--- src/rtl/regdump_if.sv ---
// Signal bundle between the register-dump transmitter and its surroundings.
// With REGDUMP_PC_EN defined the bundle also carries the program counter.
interface regdump_if;
  logic        Start;
  logic [4:0]  Regin;
  logic [31:0] Regout;
  logic        Tx;
  logic        Busy;
  logic        Done;
`ifdef REGDUMP_PC_EN
  logic [31:0] PCin;

  modport master (
    output Start, Regout, PCin,
    input  Regin, Tx, Busy, Done
  );

  modport slave (
    input  Start, Regout, PCin,
    output Regin, Tx, Busy, Done
  );
`else
  modport master (
    output Start, Regout,
    input  Regin, Tx, Busy, Done
  );

  modport slave (
    input  Start, Regout,
    output Regin, Tx, Busy, Done
  );
`endif
endinterface

--- src/rtl/regdump_tx.sv ---
// Sweeps the core's register-read port and sends each register as a 5-byte UART record.
// Optional REGDUMP_PC_EN appends one extra record (index byte 8'h20) carrying PCin.
module regdump_tx #(
  parameter int CLKS_PER_BIT = 434,
  parameter int NREGS        = 32
) (
  input  logic      CLOCK,
  input  logic      Reset,
  regdump_if.slave  bus
);

  typedef enum logic [2:0] {
    IDLE    = 3'd0,
    SELECT  = 3'd1,
    CAPTURE = 3'd2,
    LOAD    = 3'd3,
    SHIFT   = 3'd4,
    NEXT    = 3'd5,
    FINISH  = 3'd6
  } state_t;

  localparam logic [15:0] BIT_LAST = 16'(CLKS_PER_BIT - 1);
  localparam logic [4:0]  LAST_IDX = 5'(NREGS - 1);

  state_t      state_q,    state_d;
  logic [4:0]  reg_idx_q,  reg_idx_d;
  logic [31:0] cap_q,      cap_d;
  logic [2:0]  byte_idx_q, byte_idx_d;
  logic [3:0]  bit_idx_q,  bit_idx_d;
  logic [15:0] cnt_q,      cnt_d;
  logic [7:0]  frame_q,    frame_d;
  logic        tx_q,       tx_d;
  logic        busy_q,     busy_d;
  logic        done_q,     done_d;
`ifdef REGDUMP_PC_EN
  logic        pc_phase_q, pc_phase_d;
`endif

  logic [7:0]  idx_byte_s;
  logic [7:0]  byte_sel_s;

  // Index byte of the current record; the PC record uses a reserved index.
  always_comb begin
    idx_byte_s = {3'b000, reg_idx_q};
`ifdef REGDUMP_PC_EN
    if (pc_phase_q) begin
      idx_byte_s = 8'h20;
    end else begin
      idx_byte_s = {3'b000, reg_idx_q};
    end
`endif
  end

  // Record byte selected by byte_idx: index first, then data MSB to LSB.
  always_comb begin
    byte_sel_s = 8'h00;
    case (byte_idx_q)
      3'd0:    byte_sel_s = idx_byte_s;
      3'd1:    byte_sel_s = cap_q[31:24];
      3'd2:    byte_sel_s = cap_q[23:16];
      3'd3:    byte_sel_s = cap_q[15:8];
      3'd4:    byte_sel_s = cap_q[7:0];
      default: byte_sel_s = 8'h00;
    endcase
  end

  // Next-state and datapath logic for the dump sequencer.
  always_comb begin
    state_d    = state_q;
    reg_idx_d  = reg_idx_q;
    cap_d      = cap_q;
    byte_idx_d = byte_idx_q;
    bit_idx_d  = bit_idx_q;
    cnt_d      = cnt_q;
    frame_d    = frame_q;
    tx_d       = tx_q;
    busy_d     = busy_q;
    done_d     = 1'b0;
`ifdef REGDUMP_PC_EN
    pc_phase_d = pc_phase_q;
`endif

    case (state_q)
      IDLE: begin
        if (bus.Start) begin
          reg_idx_d  = 5'd0;
          busy_d     = 1'b1;
          state_d    = SELECT;
`ifdef REGDUMP_PC_EN
          pc_phase_d = 1'b0;
`endif
        end else begin
          state_d = IDLE;
        end
      end

      SELECT: begin
        state_d = CAPTURE;
      end

      CAPTURE: begin
        cap_d      = bus.Regout;
        byte_idx_d = 3'd0;
        state_d    = LOAD;
      end

      // For bytes after the first, the start bit already began on the previous
      // stop-bit edge, so this cycle counts as its first bit-time cycle.
      LOAD: begin
        frame_d   = byte_sel_s;
        tx_d      = 1'b0;
        bit_idx_d = 4'd0;
        if (byte_idx_q == 3'd0) begin
          cnt_d = 16'd0;
        end else begin
          cnt_d = 16'd1;
        end
        state_d = SHIFT;
      end

      SHIFT: begin
        if (cnt_q == BIT_LAST) begin
          cnt_d = 16'd0;
          if (bit_idx_q == 4'd9) begin
            if (byte_idx_q < 3'd4) begin
              byte_idx_d = byte_idx_q + 3'd1;
              tx_d       = 1'b0;
              state_d    = LOAD;
            end else begin
              tx_d    = 1'b1;
              state_d = NEXT;
            end
          end else begin
            // Shifting in ones leaves the stop bit at frame_q[0] after the data.
            bit_idx_d = bit_idx_q + 4'd1;
            tx_d      = frame_q[0];
            frame_d   = {1'b1, frame_q[7:1]};
          end
        end else begin
          cnt_d = cnt_q + 16'd1;
        end
      end

      NEXT: begin
`ifdef REGDUMP_PC_EN
        if (pc_phase_q) begin
          done_d  = 1'b1;
          state_d = FINISH;
        end else if (reg_idx_q == LAST_IDX) begin
          pc_phase_d = 1'b1;
          cap_d      = bus.PCin;
          byte_idx_d = 3'd0;
          state_d    = LOAD;
        end else begin
          reg_idx_d = reg_idx_q + 5'd1;
          state_d   = SELECT;
        end
`else
        if (reg_idx_q == LAST_IDX) begin
          done_d  = 1'b1;
          state_d = FINISH;
        end else begin
          reg_idx_d = reg_idx_q + 5'd1;
          state_d   = SELECT;
        end
`endif
      end

      FINISH: begin
        busy_d  = 1'b0;
        state_d = IDLE;
      end

      default: begin
        tx_d    = 1'b1;
        busy_d  = 1'b0;
        state_d = IDLE;
      end
    endcase
  end

  // State and output registers; reset forces the line idle immediately.
  always_ff @(posedge CLOCK or negedge Reset) begin
    if (!Reset) begin
      state_q    <= IDLE;
      reg_idx_q  <= 5'd0;
      cap_q      <= 32'd0;
      byte_idx_q <= 3'd0;
      bit_idx_q  <= 4'd0;
      cnt_q      <= 16'd0;
      frame_q    <= 8'd0;
      tx_q       <= 1'b1;
      busy_q     <= 1'b0;
      done_q     <= 1'b0;
`ifdef REGDUMP_PC_EN
      pc_phase_q <= 1'b0;
`endif
    end else begin
      state_q    <= state_d;
      reg_idx_q  <= reg_idx_d;
      cap_q      <= cap_d;
      byte_idx_q <= byte_idx_d;
      bit_idx_q  <= bit_idx_d;
      cnt_q      <= cnt_d;
      frame_q    <= frame_d;
      tx_q       <= tx_d;
      busy_q     <= busy_d;
      done_q     <= done_d;
`ifdef REGDUMP_PC_EN
      pc_phase_q <= pc_phase_d;
`endif
    end
  end

  assign bus.Regin = reg_idx_q;
  assign bus.Tx    = tx_q;
  assign bus.Busy  = busy_q;
  assign bus.Done  = done_q;

endmodule

--- src/flat_wrapper.sv ---
// flat-port wrapper written by rule: the top's interface ports become plain ports
module regdump_tx_flat 
#(
  parameter int CLKS_PER_BIT = 434,
  parameter int NREGS        = 32
)
  (CLOCK, Reset, bus_Start, bus_Regout, bus_Regin, bus_Tx, bus_Busy, bus_Done);
  regdump_if bus_i ();
  input  logic CLOCK;
  input  logic Reset;
  input wire logic [$bits(bus_i.Start)-1:0] bus_Start;
  input wire logic [$bits(bus_i.Regout)-1:0] bus_Regout;
  output wire logic [$bits(bus_i.Regin)-1:0] bus_Regin;
  output wire logic [$bits(bus_i.Tx)-1:0] bus_Tx;
  output wire logic [$bits(bus_i.Busy)-1:0] bus_Busy;
  output wire logic [$bits(bus_i.Done)-1:0] bus_Done;
  assign bus_i.Start = bus_Start;
  assign bus_i.Regout = bus_Regout;
  assign bus_Regin = bus_i.Regin;
  assign bus_Tx = bus_i.Tx;
  assign bus_Busy = bus_i.Busy;
  assign bus_Done = bus_i.Done;
  regdump_tx #(.CLKS_PER_BIT(CLKS_PER_BIT), .NREGS(NREGS)) u_core (.CLOCK(CLOCK), .Reset(Reset), .bus(bus_i));
endmodule
--- config.mk ---
export PLATFORM = sky130hd
export DESIGN_NAME = regdump_tx_flat
export DESIGN_NICKNAME = d
export VERILOG_FILES = /design/src/rtl/regdump_if.sv /design/src/rtl/regdump_tx.sv /design/src/flat_wrapper.sv
export SDC_FILE = /design/constraint.sdc
export NUM_CORES = 1
export LEC_CHECK = 0
export CORE_UTILIZATION = 45
export DETAILED_ROUTE_END_ITERATION = 6
export PLACE_DENSITY = 0.76
export SLEW_MARGIN = 20
export SYNTH_ARGS = -nofsm -noshare
export SYNTH_HDL_FRONTEND = slang
export SYNTH_SLANG_ARGS = --single-unit
export TNS_END_PERCENT = 20
--- constraint.sdc ---
create_clock -name CLOCK -period 4.6 [get_ports CLOCK]
set_input_delay 0.92 -clock CLOCK [delete_from_list [all_inputs] [get_ports CLOCK]]
set_output_delay 0.92 -clock CLOCK [all_outputs]
set_load 0.01 [all_outputs]
==> flow_summary.ini <==
[critical_path]
rr_endpoint = u_core.cnt_q[4]
reg2reg_depth = 5
crit_type = reg -> reg
cp.arrival_ps = 2870
r2r_setup_slack_ps = 2000
cp-start-kind = flop
crit_path_end_kind = flop
required_ps = 4870
crit_start = u_core.state_q[1]
reg2reg_from = u_core.state_q[1]
critPathMaxFanout = 14

[pwr]
fin_total_pwr_w = 0.00231
internal_power_w = 0.00153
clkPwrFrac_pct = 24.2
combPwrFrac_pct = 31.1
swShare_pct = 33.9
irDropWorstVdd_mv = 0.331
pwr-share-seq_pct = 44.8
p_switching_w = 0.000783
powerDensity_nw_per_um2 = 521
p_leak_nw = 1.84

[worst_hold_path]
hold_class = reg -> reg
hp-start = u_core.frame_q[4]
holdPathStages = 2
min_to = u_core.frame_q[4]

[grt]
grt_pass1_wl_um = 13600
grtUsageMet3_pct = 4.88
use_met2_pct = 32.4
met1_usage_pct = 27.3
grt_busiest_layer = met2
first_global_vias = 2812
grt_max_degree = 48
overflow = 0
antenna_found_initial = 0
grt_usage_pct = 20.2

[timing]
fin_crit_sh_pct = 56.5
fin_skew_ps = 12.1
tns_ps = 0
max_freq_ghz = 0.385
min_period_ps = 2600
rsz0062_at_grt = no
finalSetupViolCount = 0
tightest_slew_ps = 900
hold_ws_ps = 487
slew_viol_final = 0
finalHoldViolations = 0
relSlewSlack_pct = 39.8

[logic_synthesis]
yosysWarnings = 0
synth_area_per_cell_um2 = 10.4
muxShareOfSynthArea_pct = 10.5
synthArstFlopShare_pct = 100
synth_edf_count = 0
yosys.area_share.simple_pct = 16.2
synth_seq_area_share_pct = 49.7
synth_nets = 405
synth_compound_area_share_pct = 15.3
synth_cell_types = 54
synth_fa_ha_area_share_pct = 3.69
synth_seq_cells = 74
netlist_area_um2 = 3730
yosys_most_used_dff = dfrtp_1
synth_top_family_by_area = simple AND/OR/NAND/NOR gates
netlist_instances = 359
synth_xor_area_share_pct = 0.940

[place]
port_buffers = 42
placed_cell_area_um2 = 4210
hpwl_um = 5540
gp_congestion = 0.807

[die]
die_h_um = 93.0
start_util_pct = 47.3
core_area_um2 = 7890
fp.dieW_um = 93.0
io_pins = 43
dieArea_um2 = 8650
row_count = 32

[detailed_routing]
wl_per_cell_um = 16.1
drt_iter0_markers = 193
via_count = 2937
ant_nets = 0
route.detailed.drc = 0
wl_um = 8050
drt-pass1-iter-count = 5
avgViaCountPerCell = 5.86

[layout]
final_cell_mix = dfrtp_1, clkdlybuf4s50_1, mux2_2, nand2_1, nor2_1
finish.instance_area_um2 = 4430
nNetsFinal = 440
fillers = 681
diodes = 0
post-route-util_pct = 56.2
drive_gt1_share_pct = 14.8
final_common_cell = dfrtp_1
syn_to_final_growth_pct = 18.9
multi_input_area_um2 = 1750
ff_latch_area_um2 = 1850

[cts]
cts.htree.levels = 3
cts_tree = done
postCtsSetupBuffers = 0
cts_max_path_buffers = 2
insertion_delay_ps = 350
post_cts_resized = 0
cts-buffers-inserted = 9
clk_pin_slew_ps = 70
cts.sinks = 74
hold_buffers = 0
cts_root_buf = clkbuf_8

[flow_run]
drv_cap = 0

[status]
status = finished, final reports clean
-- power by group through the flow --
stage               Clock, W  Sequential (W)  Combinational (W)
global placement           0         0.00103           0.000694
detailed placement         0         0.00104           0.000721
global route        0.000601         0.00106           0.000801
floorplan                  0        0.000972           0.000578
CTS                 0.000569         0.00103           0.000723
finish              0.000558         0.00103           0.000717
-- critical path, stage by stage, from the launching register on --
cell and delay, ps:
dfrtp_1 510, nand2b_1 240, nor2_1 710, nand2b_1 510, or3_1 470, o21ai_0 70
-- cells in the mapped netlist, types with 7 or more instances --
master    instances  area, um^2
clkbuf_1         14        52.6
dfrtp_1          73        1830
nand2_1          28         105
mux2_2           33         372
a21oi_1          19        95.1
ha_1             11         138
nand3_1          14        70.1
o21ai_0          19        95.1
or3_1             7        43.8
nor3_1            7        35.0
inv_1            13        48.8
nor2_1           25        93.8
-- worst max path at each step --
stage	to	slack (ps)	depth (start not counted)
after global placement	u_core.bus.Regin[3]	1940	6
after CTS	u_core.cnt_q[6]	1810	4
after global routing	u_core.cnt_q[10]	1740	5
final	u_core.cnt_q[4]	2000	5
after detailed placement	u_core.cnt_q[6]	1830	4
after floorplan	u_core.bus.Regin[3]	2520	5
-- layout make-up --
type | count | area share [%]
Clock inverter | 6 | 2.03
Clock buffer | 10 | 2.88
Multi-Input combinational cell | 251 | 39.5
Sequential cell | 74 | 41.8
Timing Repair Buffer | 44 | 9.76
Inverter | 14 | 1.19
Tap cell | 102 | 2.88
-- metrics by stage --
step           setup WS (ps)  instances
6_report                2000        501
5_1_grt                 1740        501
4_1_cts                 1810        501
3_5_place_dp            1830        485
3_3_place_gp            1940        485
2_1_floorplan           2520        359
-- layer usage --
layer  part of all wire [%]  wire (um)  vias to the layer above
met3                    4.6        368                        6
li1                       -          -                     1394
met1                     46       3680                     1449
met2                     49       3920                       88
met4                   0.98         79                        0
met5                      0          0                        -
-- sequential cells by signal (all words and copies together) (netlist names) --
name               flops
u_core.cap_q          32
u_core.cnt_q          16
u_core.frame_q         8
u_core.bus.Regin       5
u_core.bit_idx_q       4
u_core.byte_idx_q      3
u_core.state_q         3
u_core.bus.Busy        1
u_core.bus.Done        1
u_core.bus.Tx          1
-- kinds of logic after synthesis --
kind of cell | Yosys count
XOR/XNOR | 4
AO/OA/AOI/OAI | 85
multiplexers | 35
buffers and inverters | 34
flip-flops | 74
adder cells (fa/ha/maj) | 11
AND/OR/NAND/NOR | 116
No activity file was read; power rests on OpenSTA's default activity.
